<file path="src/rtl/alu_arbiter.sv">
`default_nettype none
// ============================================================================
// Module      : alu_arbiter
// Description : Two-port front end that shares a single 32-bit ALU.
//               Requests are granted round-robin (or fixed priority when
//               ALU_ARB_FIXED_PRIO_EN is defined). One transaction is in
//               flight at a time: IDLE -> EXEC -> WAIT -> IDLE.
//               Each port owns a response register set that holds its last
//               result until consumed.
// Config      : `define ALU_ARB_FIXED_PRIO_EN -> port 0 always wins contention
// Revision    : 1.0 - initial release
// ============================================================================
module alu_arbiter (
   input  logic        clk,
   input  logic        reset,
   // requester 0
   input  logic        req0_valid,
   output logic        req0_ready,
   input  logic [31:0] req0_a,
   input  logic [31:0] req0_b,
   input  logic [2:0]  req0_op,
   // requester 1
   input  logic        req1_valid,
   output logic        req1_ready,
   input  logic [31:0] req1_a,
   input  logic [31:0] req1_b,
   input  logic [2:0]  req1_op,
   // response 0
   output logic        rsp0_valid,
   input  logic        rsp0_ready,
   output logic [31:0] rsp0_result,
   output logic        rsp0_carryout,
   output logic        rsp0_zero,
   output logic        rsp0_overflow,
   // response 1
   output logic        rsp1_valid,
   input  logic        rsp1_ready,
   output logic [31:0] rsp1_result,
   output logic        rsp1_carryout,
   output logic        rsp1_zero,
   output logic        rsp1_overflow,
   // status
   output logic        busy
);

   localparam logic [2:0] c_op_add = 3'd0;
   localparam logic [2:0] c_op_sub = 3'd1;

   typedef enum logic [1:0] {
      ST_IDLE = 2'd0,
      ST_EXEC = 2'd1,
      ST_WAIT = 2'd2
   } state_t;

   state_t      state_q, state_d;
   logic [31:0] a_q, a_d;
   logic [31:0] b_q, b_d;
   logic [2:0]  op_q, op_d;
   logic        id_q, id_d;

   logic        rsp0_valid_q, rsp0_valid_d;
   logic [31:0] rsp0_result_q, rsp0_result_d;
   logic        rsp0_carry_q, rsp0_carry_d;
   logic        rsp0_zero_q, rsp0_zero_d;
   logic        rsp0_ovf_q, rsp0_ovf_d;

   logic        rsp1_valid_q, rsp1_valid_d;
   logic [31:0] rsp1_result_q, rsp1_result_d;
   logic        rsp1_carry_q, rsp1_carry_d;
   logic        rsp1_zero_q, rsp1_zero_d;
   logic        rsp1_ovf_q, rsp1_ovf_d;

   logic        w_gnt_id;
   logic        w_hs;
   logic [31:0] w_alu_result;
   logic        w_alu_carry;
   logic        w_alu_ovf;
   logic        w_alu_zero;
   logic        w_arith;

   // Shared ALU always works on the registered operands
   ALU32bit u_alu (
      .a        (a_q),
      .b        (b_q),
      .op       (op_q),
      .result   (w_alu_result),
      .carryout (w_alu_carry),
      .overflow (w_alu_ovf),
      .zero     (w_alu_zero)
   );

`ifdef ALU_ARB_FIXED_PRIO_EN
   // Fixed priority: port 1 only wins when port 0 is idle
   always_comb begin
      w_gnt_id = 1'b0;
      if (!req0_valid && req1_valid) begin
         w_gnt_id = 1'b1;
      end
   end
`else
   logic last_q, last_d;

   // Round-robin: on contention the port not served last wins
   always_comb begin
      w_gnt_id = 1'b0;
      if (req0_valid && req1_valid) begin
         w_gnt_id = ~last_q;
      end else if (req1_valid) begin
         w_gnt_id = 1'b1;
      end
      last_d = w_hs ? w_gnt_id : last_q;
   end

   // Pointer register; reset value makes port 0 win the first contention
   always_ff @(posedge clk) begin
      if (reset) begin
         last_q <= 1'b1;
      end else begin
         last_q <= last_d;
      end
   end
`endif

   // Ready only for the granted port in IDLE, and never while in reset
   always_comb begin
      req0_ready = (state_q == ST_IDLE) && !reset && req0_valid && !w_gnt_id;
      req1_ready = (state_q == ST_IDLE) && !reset && req1_valid && w_gnt_id;
      w_hs       = (req0_valid && req0_ready) || (req1_valid && req1_ready);
   end

   // Next-state, operand capture and response capture
   always_comb begin
      state_d       = state_q;
      a_d           = a_q;
      b_d           = b_q;
      op_d          = op_q;
      id_d          = id_q;
      rsp0_valid_d  = rsp0_valid_q;
      rsp0_result_d = rsp0_result_q;
      rsp0_carry_d  = rsp0_carry_q;
      rsp0_zero_d   = rsp0_zero_q;
      rsp0_ovf_d    = rsp0_ovf_q;
      rsp1_valid_d  = rsp1_valid_q;
      rsp1_result_d = rsp1_result_q;
      rsp1_carry_d  = rsp1_carry_q;
      rsp1_zero_d   = rsp1_zero_q;
      rsp1_ovf_d    = rsp1_ovf_q;
      // Only ADD/SUB expose adder carry and overflow
      w_arith       = (op_q == c_op_add) || (op_q == c_op_sub);

      case (state_q)
         ST_IDLE: begin
            if (w_hs) begin
               a_d     = w_gnt_id ? req1_a  : req0_a;
               b_d     = w_gnt_id ? req1_b  : req0_b;
               op_d    = w_gnt_id ? req1_op : req0_op;
               id_d    = w_gnt_id;
               state_d = ST_EXEC;
            end
         end
         ST_EXEC: begin
            if (!id_q) begin
               rsp0_valid_d  = 1'b1;
               rsp0_result_d = w_alu_result;
               rsp0_carry_d  = w_alu_carry & w_arith;
               rsp0_zero_d   = w_alu_zero;
               rsp0_ovf_d    = w_alu_ovf & w_arith;
            end else begin
               rsp1_valid_d  = 1'b1;
               rsp1_result_d = w_alu_result;
               rsp1_carry_d  = w_alu_carry & w_arith;
               rsp1_zero_d   = w_alu_zero;
               rsp1_ovf_d    = w_alu_ovf & w_arith;
            end
            state_d = ST_WAIT;
         end
         ST_WAIT: begin
            if (!id_q && rsp0_ready) begin
               rsp0_valid_d = 1'b0;
               state_d      = ST_IDLE;
            end else if (id_q && rsp1_ready) begin
               rsp1_valid_d = 1'b0;
               state_d      = ST_IDLE;
            end
         end
         default: begin
            state_d = ST_IDLE;
         end
      endcase
   end

   // State, operand and response registers
   always_ff @(posedge clk) begin
      if (reset) begin
         state_q       <= ST_IDLE;
         a_q           <= 32'h0;
         b_q           <= 32'h0;
         op_q          <= 3'd0;
         id_q          <= 1'b0;
         rsp0_valid_q  <= 1'b0;
         rsp0_result_q <= 32'h0;
         rsp0_carry_q  <= 1'b0;
         rsp0_zero_q   <= 1'b0;
         rsp0_ovf_q    <= 1'b0;
         rsp1_valid_q  <= 1'b0;
         rsp1_result_q <= 32'h0;
         rsp1_carry_q  <= 1'b0;
         rsp1_zero_q   <= 1'b0;
         rsp1_ovf_q    <= 1'b0;
      end else begin
         state_q       <= state_d;
         a_q           <= a_d;
         b_q           <= b_d;
         op_q          <= op_d;
         id_q          <= id_d;
         rsp0_valid_q  <= rsp0_valid_d;
         rsp0_result_q <= rsp0_result_d;
         rsp0_carry_q  <= rsp0_carry_d;
         rsp0_zero_q   <= rsp0_zero_d;
         rsp0_ovf_q    <= rsp0_ovf_d;
         rsp1_valid_q  <= rsp1_valid_d;
         rsp1_result_q <= rsp1_result_d;
         rsp1_carry_q  <= rsp1_carry_d;
         rsp1_zero_q   <= rsp1_zero_d;
         rsp1_ovf_q    <= rsp1_ovf_d;
      end
   end

   // Output mapping
   always_comb begin
      busy          = (state_q != ST_IDLE);
      rsp0_valid    = rsp0_valid_q;
      rsp0_result   = rsp0_result_q;
      rsp0_carryout = rsp0_carry_q;
      rsp0_zero     = rsp0_zero_q;
      rsp0_overflow = rsp0_ovf_q;
      rsp1_valid    = rsp1_valid_q;
      rsp1_result   = rsp1_result_q;
      rsp1_carryout = rsp1_carry_q;
      rsp1_zero     = rsp1_zero_q;
      rsp1_overflow = rsp1_ovf_q;
   end

endmodule

// ============================================================================
// Module      : ALU32bit
// Description : Combinational 32-bit ALU. SUB and SLT share the adder with
//               b inverted and carry-in set; carry/overflow are raw adder flags.
// Revision    : 1.0 - initial release
// ============================================================================
module ALU32bit (
   input  logic [31:0] a,
   input  logic [31:0] b,
   input  logic [2:0]  op,
   output logic [31:0] result,
   output logic        carryout,
   output logic        overflow,
   output logic        zero
);

   localparam logic [2:0] c_op_add  = 3'd0;
   localparam logic [2:0] c_op_sub  = 3'd1;
   localparam logic [2:0] c_op_xor  = 3'd2;
   localparam logic [2:0] c_op_slt  = 3'd3;
   localparam logic [2:0] c_op_and  = 3'd4;
   localparam logic [2:0] c_op_nand = 3'd5;
   localparam logic [2:0] c_op_nor  = 3'd6;
   localparam logic [2:0] c_op_or   = 3'd7;

   logic        w_sub;
   logic [31:0] w_b_eff;
   logic [32:0] w_sum;

   // Adder shared by ADD/SUB/SLT, then result mux
   always_comb begin
      w_sub    = (op == c_op_sub) || (op == c_op_slt);
      w_b_eff  = w_sub ? ~b : b;
      w_sum    = {1'b0, a} + {1'b0, w_b_eff} + {32'h0, w_sub};
      carryout = w_sum[32];
      overflow = (a[31] == w_b_eff[31]) && (w_sum[31] != a[31]);
      case (op)
         c_op_add:  result = w_sum[31:0];
         c_op_sub:  result = w_sum[31:0];
         c_op_xor:  result = a ^ b;
         c_op_slt:  result = {31'h0, w_sum[31] ^ overflow};
         c_op_and:  result = a & b;
         c_op_nand: result = ~(a & b);
         c_op_nor:  result = ~(a | b);
         c_op_or:   result = a | b;
         default:   result = 32'h0;
      endcase
      zero = (result == 32'h0);
   end

endmodule
`default_nettype wire

</file>
<file path="config.mk">
export PLATFORM = sky130hd
export DESIGN_NAME = alu_arbiter
export DESIGN_NICKNAME = d
export VERILOG_FILES = /design/src/rtl/alu_arbiter.sv
export SDC_FILE = /design/constraint.sdc
export NUM_CORES = 1
export LEC_CHECK = 0
export CAP_MARGIN = 40
export CORE_UTILIZATION = 59
export CTS_BUF_LIST = sky130_fd_sc_hd__clkbuf_8
export CTS_CLUSTER_SIZE = 40
export DETAILED_ROUTE_END_ITERATION = 10
export PLACE_DENSITY = 0.86
export SYNTH_ARGS = -nofsm -noshare
export SYNTH_HDL_FRONTEND = slang
export SYNTH_HIERARCHICAL = 1
export SYNTH_SLANG_ARGS = --single-unit
</file>
<file path="constraint.sdc">
create_clock -name clk -period 13.2 [get_ports clk]
set_input_delay 3.3 -clock clk [delete_from_list [all_inputs] [get_ports clk]]
set_output_delay 3.3 -clock clk [all_outputs]
set_load 0.03 [all_outputs]
</file>
# == Word-level counts from Yosys, hierarchy flattened ==
# Cells that the tools add are included.
# word_totals
inputBits,140
regBits,143
out_inout_bits,75
elab_cells,94
# classes
n_mux,18
bitwise,11
reduce_logical,29
eq_ne,18
addsub,2
# ops
cell,n
$pmux W32 S7,1
$mux W32,3
$not A32 Y32,3
$add A32 B32 Y33,1
$add A33 B1 Y33,1
$and A32 B32 Y32,1
$logic_not A32 Y1,1
$or A32 B32 Y32,1
$xor A32 B32 Y32,1
$eq A3 B3 Y1 const B,4
$ne A2 B2 Y1 const B,6
$logic_and A1 B1 Y1,11
$reduce_and A2 Y1,4
$mux W1,7
$eq A3 B2 Y1 const B,2
$mux W2,3
$pmux W2 S3,1
$pmux W1 S2,2
$reduce_and A4 Y1,1
$reduce_bool A2 Y1,2
$eq A3 B1 Y1 const B,1
$logic_not A1 Y1,3
$logic_not A3 Y1,1
$logic_or A1 B1 Y1,3
other kinds (12),14

# == Depth between registers and ports, before layout ==
# logic_depth
depth_word,10
ltp_mapped,19

# == By module ==
# Netlist, hierarchy kept.
# by_module_without_submodules
mod,area_per_inst_um2,cells_each,instances
alu_arbiter,5790.6,729,1
ALU32bit,5037.3,715,1

# == Least setup slack after synthesis ==
# No wires, ideal clock.
# synth_timing
kind,input -> output
start,input port req1_valid
end,output port req0_ready
t_required_ns,9.900
cell_stages,5
slack_ns,5.000
arrival_ns,4.900
path_cell_list,nor2b_1 -> buf_2 -> buf_2 -> buf_2 -> nor4b_1
# synth_via
elab_chain_cells,4
# synth_lines
element,line,rtl
start: declaration,23,"input logic req1_valid,"
$mux W1 or $logic_and A1 B1 Y1 (tied branches),"108, 106",
$mux W1 (*),106,if (req0_valid && req1_valid) begin
$logic_not A1 Y1 (*),126,req0_ready = (state_q == ST_IDLE) && !reset && req0_valid && !w_gnt_id;
$logic_and A1 B1 Y1 (*),126,
end: declaration,18,"output logic req0_ready,"
# Every way passes the cells marked *; elsewhere a longest branch is shown, timed or not.

# == Worst setup path after layout ==
# layout_timing
start,input port req1_valid
end,output port req1_ready
# layout_via
elab_chain_cells,3
# layout_lines
element,line,rtl
$mux W1 or $logic_and A1 B1 Y1 (tied branches),"108, 106",
$mux W1,106,
$logic_and A1 B1 Y1 (*),127,req1_ready = (state_q == ST_IDLE) && !reset && req1_valid && w_gnt_id;
end: declaration,24,"output logic req1_ready,"
# Marks and branches as above.

==> flow_summary.yaml <==
floorplanning:
  die_area_mm2: 0.0189
  boundaryPins: 215
  core_area_mm2: 0.0180
  fp.dieW_um: 137
  die_height_um: 137
  start_util_pct: 60.3
  rows: 49
global_route:
  grt_antenna_before_repair: 0
  grt-ovfl-total: 0
  track_usage_pct: 34.8
  grt_pass1_wl_um: 51700
  grt_start_max_net_pins: 75
  grt_pass1_vias: 10100
job:
  max_cap_violations: 0
cts:
  cts-htree-levels: 4
  cts_root_buf: "clkbuf_8"
  clock-sinks: 143
  clock_latency_ps: 460
  ctsHoldBuffers: 0
  post_cts_buffers: 0
  clk_pin_slew_ps: 80
  cts_tree: "built"
  cts_resized: 0
  cts_buffers: 17
  cts_buffer_depth: 2
finish:
  syn_to_final_growth_pct: 22.0
  antenna_cells: 0
  final_layout_size_suffix_gt1_share_pct: 5.44
  fin_nets: 1803
logic_synthesis:
  ys.flop_type: "dfxtp_1"
  synth.area.top_cells: "dfxtp_1 26%, ha_1 11%, a21oi_1 8.9%"
  synthArstFlopShare_pct: 0
  ys_types: 80
  syn_avg_cell_area_um2: 7.50
  synth_seq_cells: 143
  synth_top_area_share_pct: 26.4
  synthCells: 1444
  synth-edff-count: 0
  yosysTopAreaCell: "dfxtp_1"
  syn-cell-area_mm2: 0.0108
  syn-num-nets: 1680
  yosys_warnings: 6
  ys_seq_area_share_pct: 26.4
routing:
  drc: 0
  drt-met1-wl_um: 14500
  num_vias: 11500
  wl_met3_um: 3340
  dr_wl_met2_um: 14400
  maxUsedRoutingLayer: "met4"
  antenna_left: 0
  routedWlPerCell_um: 18.2
  drtIter0Drc: 950
  drtPass1Iterations: 8
  vias_per_cell: 6.35
  routed_wl_um: 32900
power:
  switching_share_pct: 42.9
  power_density_mw_per_mm2: 129
  p_seq_share_pct: 30.8
  power.share.clock_pct: 20.3
  internal_power_mw: 0.974
  p_leak_nw: 5.01
  switchingPower_mw: 0.731
  irDropWorstVdd_v: 0.0000700
  pwr-share-comb_pct: 48.9
worst_setup_path:
  slowest_delay_ps: 700
  reg2reg_depth: 16
  critPathMaxFanout: 3
  end_kind: "output port"
  start_kind: "input port"
  worstSetupEndpoint: "req1_ready"
  crit_path_start: "req1_valid"
  path_buf_inv: 2
  crit_family: "buffers and inverters"
  cpMaxStageDelayCell: "clkdlybuf4s50_1"
  r2r-end: "rsp0_zero"
  setup.worst_path.class: "input port to output port"
  rrSetupSlack_ps: 7760
  crit_arrival_ps: 4900
  cp.depth: 4
  cp_common_cell: "clkdlybuf4s50_1"
  required_ps: 9900
  rr_startpoint: "op_q[0]"
  worstPathCellList: "clkdlybuf4s50_1 -> a21bo_2 -> nor3_1 -> clkdlybuf4s50_1"
placed_design:
  post-dp-hpwl_um: 23400
  place_ws_ps: 5000
  port_buffers: 214
  gp_congestion: 1.00
timing:
  rsz0062_at_grt: "false"
  fmax_mhz: 122
  min_period_ps: 8200
  max_slew_margin_pct: 39.0
  max_slew.worst_pin.slew_ps: 916
  hold_viol: 0
  finalCritPeriodShare_pct: 62.1
  clock_skew_ps: 17.3
  worst_slack_ps: 5000
  tns_ps: 0
  slew_viol_final: 0
  setup_violations: 0
worst_hold_path:
  worst_hold_path_type: "flip-flop to flip-flop"
outcome:
  status: "finished clean"
==> tightest hold or removal path, delay by kind of cell, from the launching register on <==
family / cells / cell delay [ps]
AOI/OAI and AO/OA: 1 / 50
DFF: 1 / 310
and+or+nand+nor: 1 / 50
==> cell type report <==
type / instances / area [µm²]
multi-input cells: 1093 / 7100
fillers: 1437 / 4750
flip-flops and latches: 143 / 2860
repair buffers: 232 / 2270
inverters: 80 / 303
well taps: 229 / 287
clock buffers: 17 / 234
clock inverters: 15 / 146
==> worst min path at each step <==
stage / start / end / slack, ps / cells after the start
floorplan: last_q / last_q / 480 / 1
global placement: rsp0_result[20] / rsp0_result[20] / 440 / 2
finish: rsp0_result[14] / rsp0_result[14] / 460 / 2
CTS: rsp1_result[16] / rsp1_result[16] / 460 / 2
global route: rsp1_result[12] / rsp1_result[12] / 470 / 2
detailed placement: rsp1_result[16] / rsp1_result[16] / 450 / 2
==> through the flow <==
| stage | hold WS, ps | instance area (µm²) | cells | power (mW) | util [%] |
|---|---|---|---|---|---|
| 6_report | 456 | 13200 | 1809 | 1.71 | 73.5 |
| 5_1_grt | 473 | 13200 | 1809 | 1.81 | 73.5 |
| 4_1_cts | 457 | 13200 | 1809 | 1.69 | 73.5 |
| 3_5_place_dp | 446 | 12800 | 1777 | 1.34 | 71.4 |
| 3_3_place_gp | 443 | 12800 | 1777 | 1.33 | 71.4 |
| 2_1_floorplan | 479 | 10800 | 1444 | 1.11 | - |
==> power by group through the flow <==
stage | registers (mW) | clock network, mW | logic (mW)
3_3_place_gp | 0.530 | 0 | 0.795
3_5_place_dp | 0.533 | 0 | 0.810
4_1_cts | 0.524 | 0.348 | 0.816
6_report | 0.525 | 0.346 | 0.834
2_1_floorplan | 0.544 | 0 | 0.565
5_1_grt | 0.531 | 0.368 | 0.909
==> cell usage in the layout, fill, tap and decap left out, types with 5 or more instances in the layout <==
master	n
a2111oi_0	5
a211oi_1	5
a21o_1	14
a21oi_1	192
a222oi_1	17
a22o_1	14
a22oi_1	10
a31oi_1	6
and2_1	6
and3_1	5
buf_4	19
clkbuf_8	17
clkdlybuf4s50_1	213
clkinvlp_4	6
dfxtp_1	142
ha_1	95
inv_1	77
mux2i_1	13
nand2_1	172
nand2b_1	10
nand3_1	19
nand4_1	17
nor2_1	34
nor2b_1	8
nor3_1	139
nor3_2	10
nor4_1	73
o211ai_1	8
o21ai_0	46
o31ai_1	5
o41ai_1	5
or2_2	7
xnor2_1	53
xor2_1	25
==> cells by family after synthesis <==
family          after synthesis  share of synthesized area (%)
simple gates                538                           25.7
xor+xnor                     78                           6.31
buf+inv                     208                           8.12
fa+ha+maj                    96                           11.2
compound gates              366                           20.9
flops                       143                           26.4
mux                          15                           1.41
==> synth_stat cells, types with 6 or more instances <==
library cell / number
a22o_1: 14
nor3_2: 10
buf_2: 34
or2_2: 7
inv_1: 76
buf_1: 10
dfxtp_1: 143
a21oi_1: 192
ha_1: 95
nand2b_1: 10
o21ai_0: 46
a22oi_1: 10
xor2_1: 25
nand2_1: 172
nor2b_1: 9
nor4_1: 73
nand4_1: 17
nand3_1: 19
mux2i_1: 13
clkbuf_1: 75
xnor2_1: 53
nor2_1: 35
nor3_1: 139
and2_1: 6
buf_6: 6
o211ai_1: 8
a31oi_1: 6
a21o_1: 14
a222oi_1: 17
==> metal layers <==
layer	vias to the layer above	GRT usage, %
li1	5453	-
met1	5369	49.5
met2	620	52.3
met3	50	6.36
met4	0	11.3
met5	-	0
==> flip-flops by register name, summed over array words and instances, names as in the netlist <==
signal and cells:
last_q 1, id_q 1, rsp0_result 32, op_q 3, rsp1_valid 1, b_q 32
rsp1_overflow 1, state_q 2, rsp0_zero 1, rsp0_carryout 1, rsp0_overflow 1, rsp1_carryout 1
rsp0_valid 1, rsp1_zero 1, a_q 32, rsp1_result 32
Note: power is estimated with default switching activity, not from simulation.
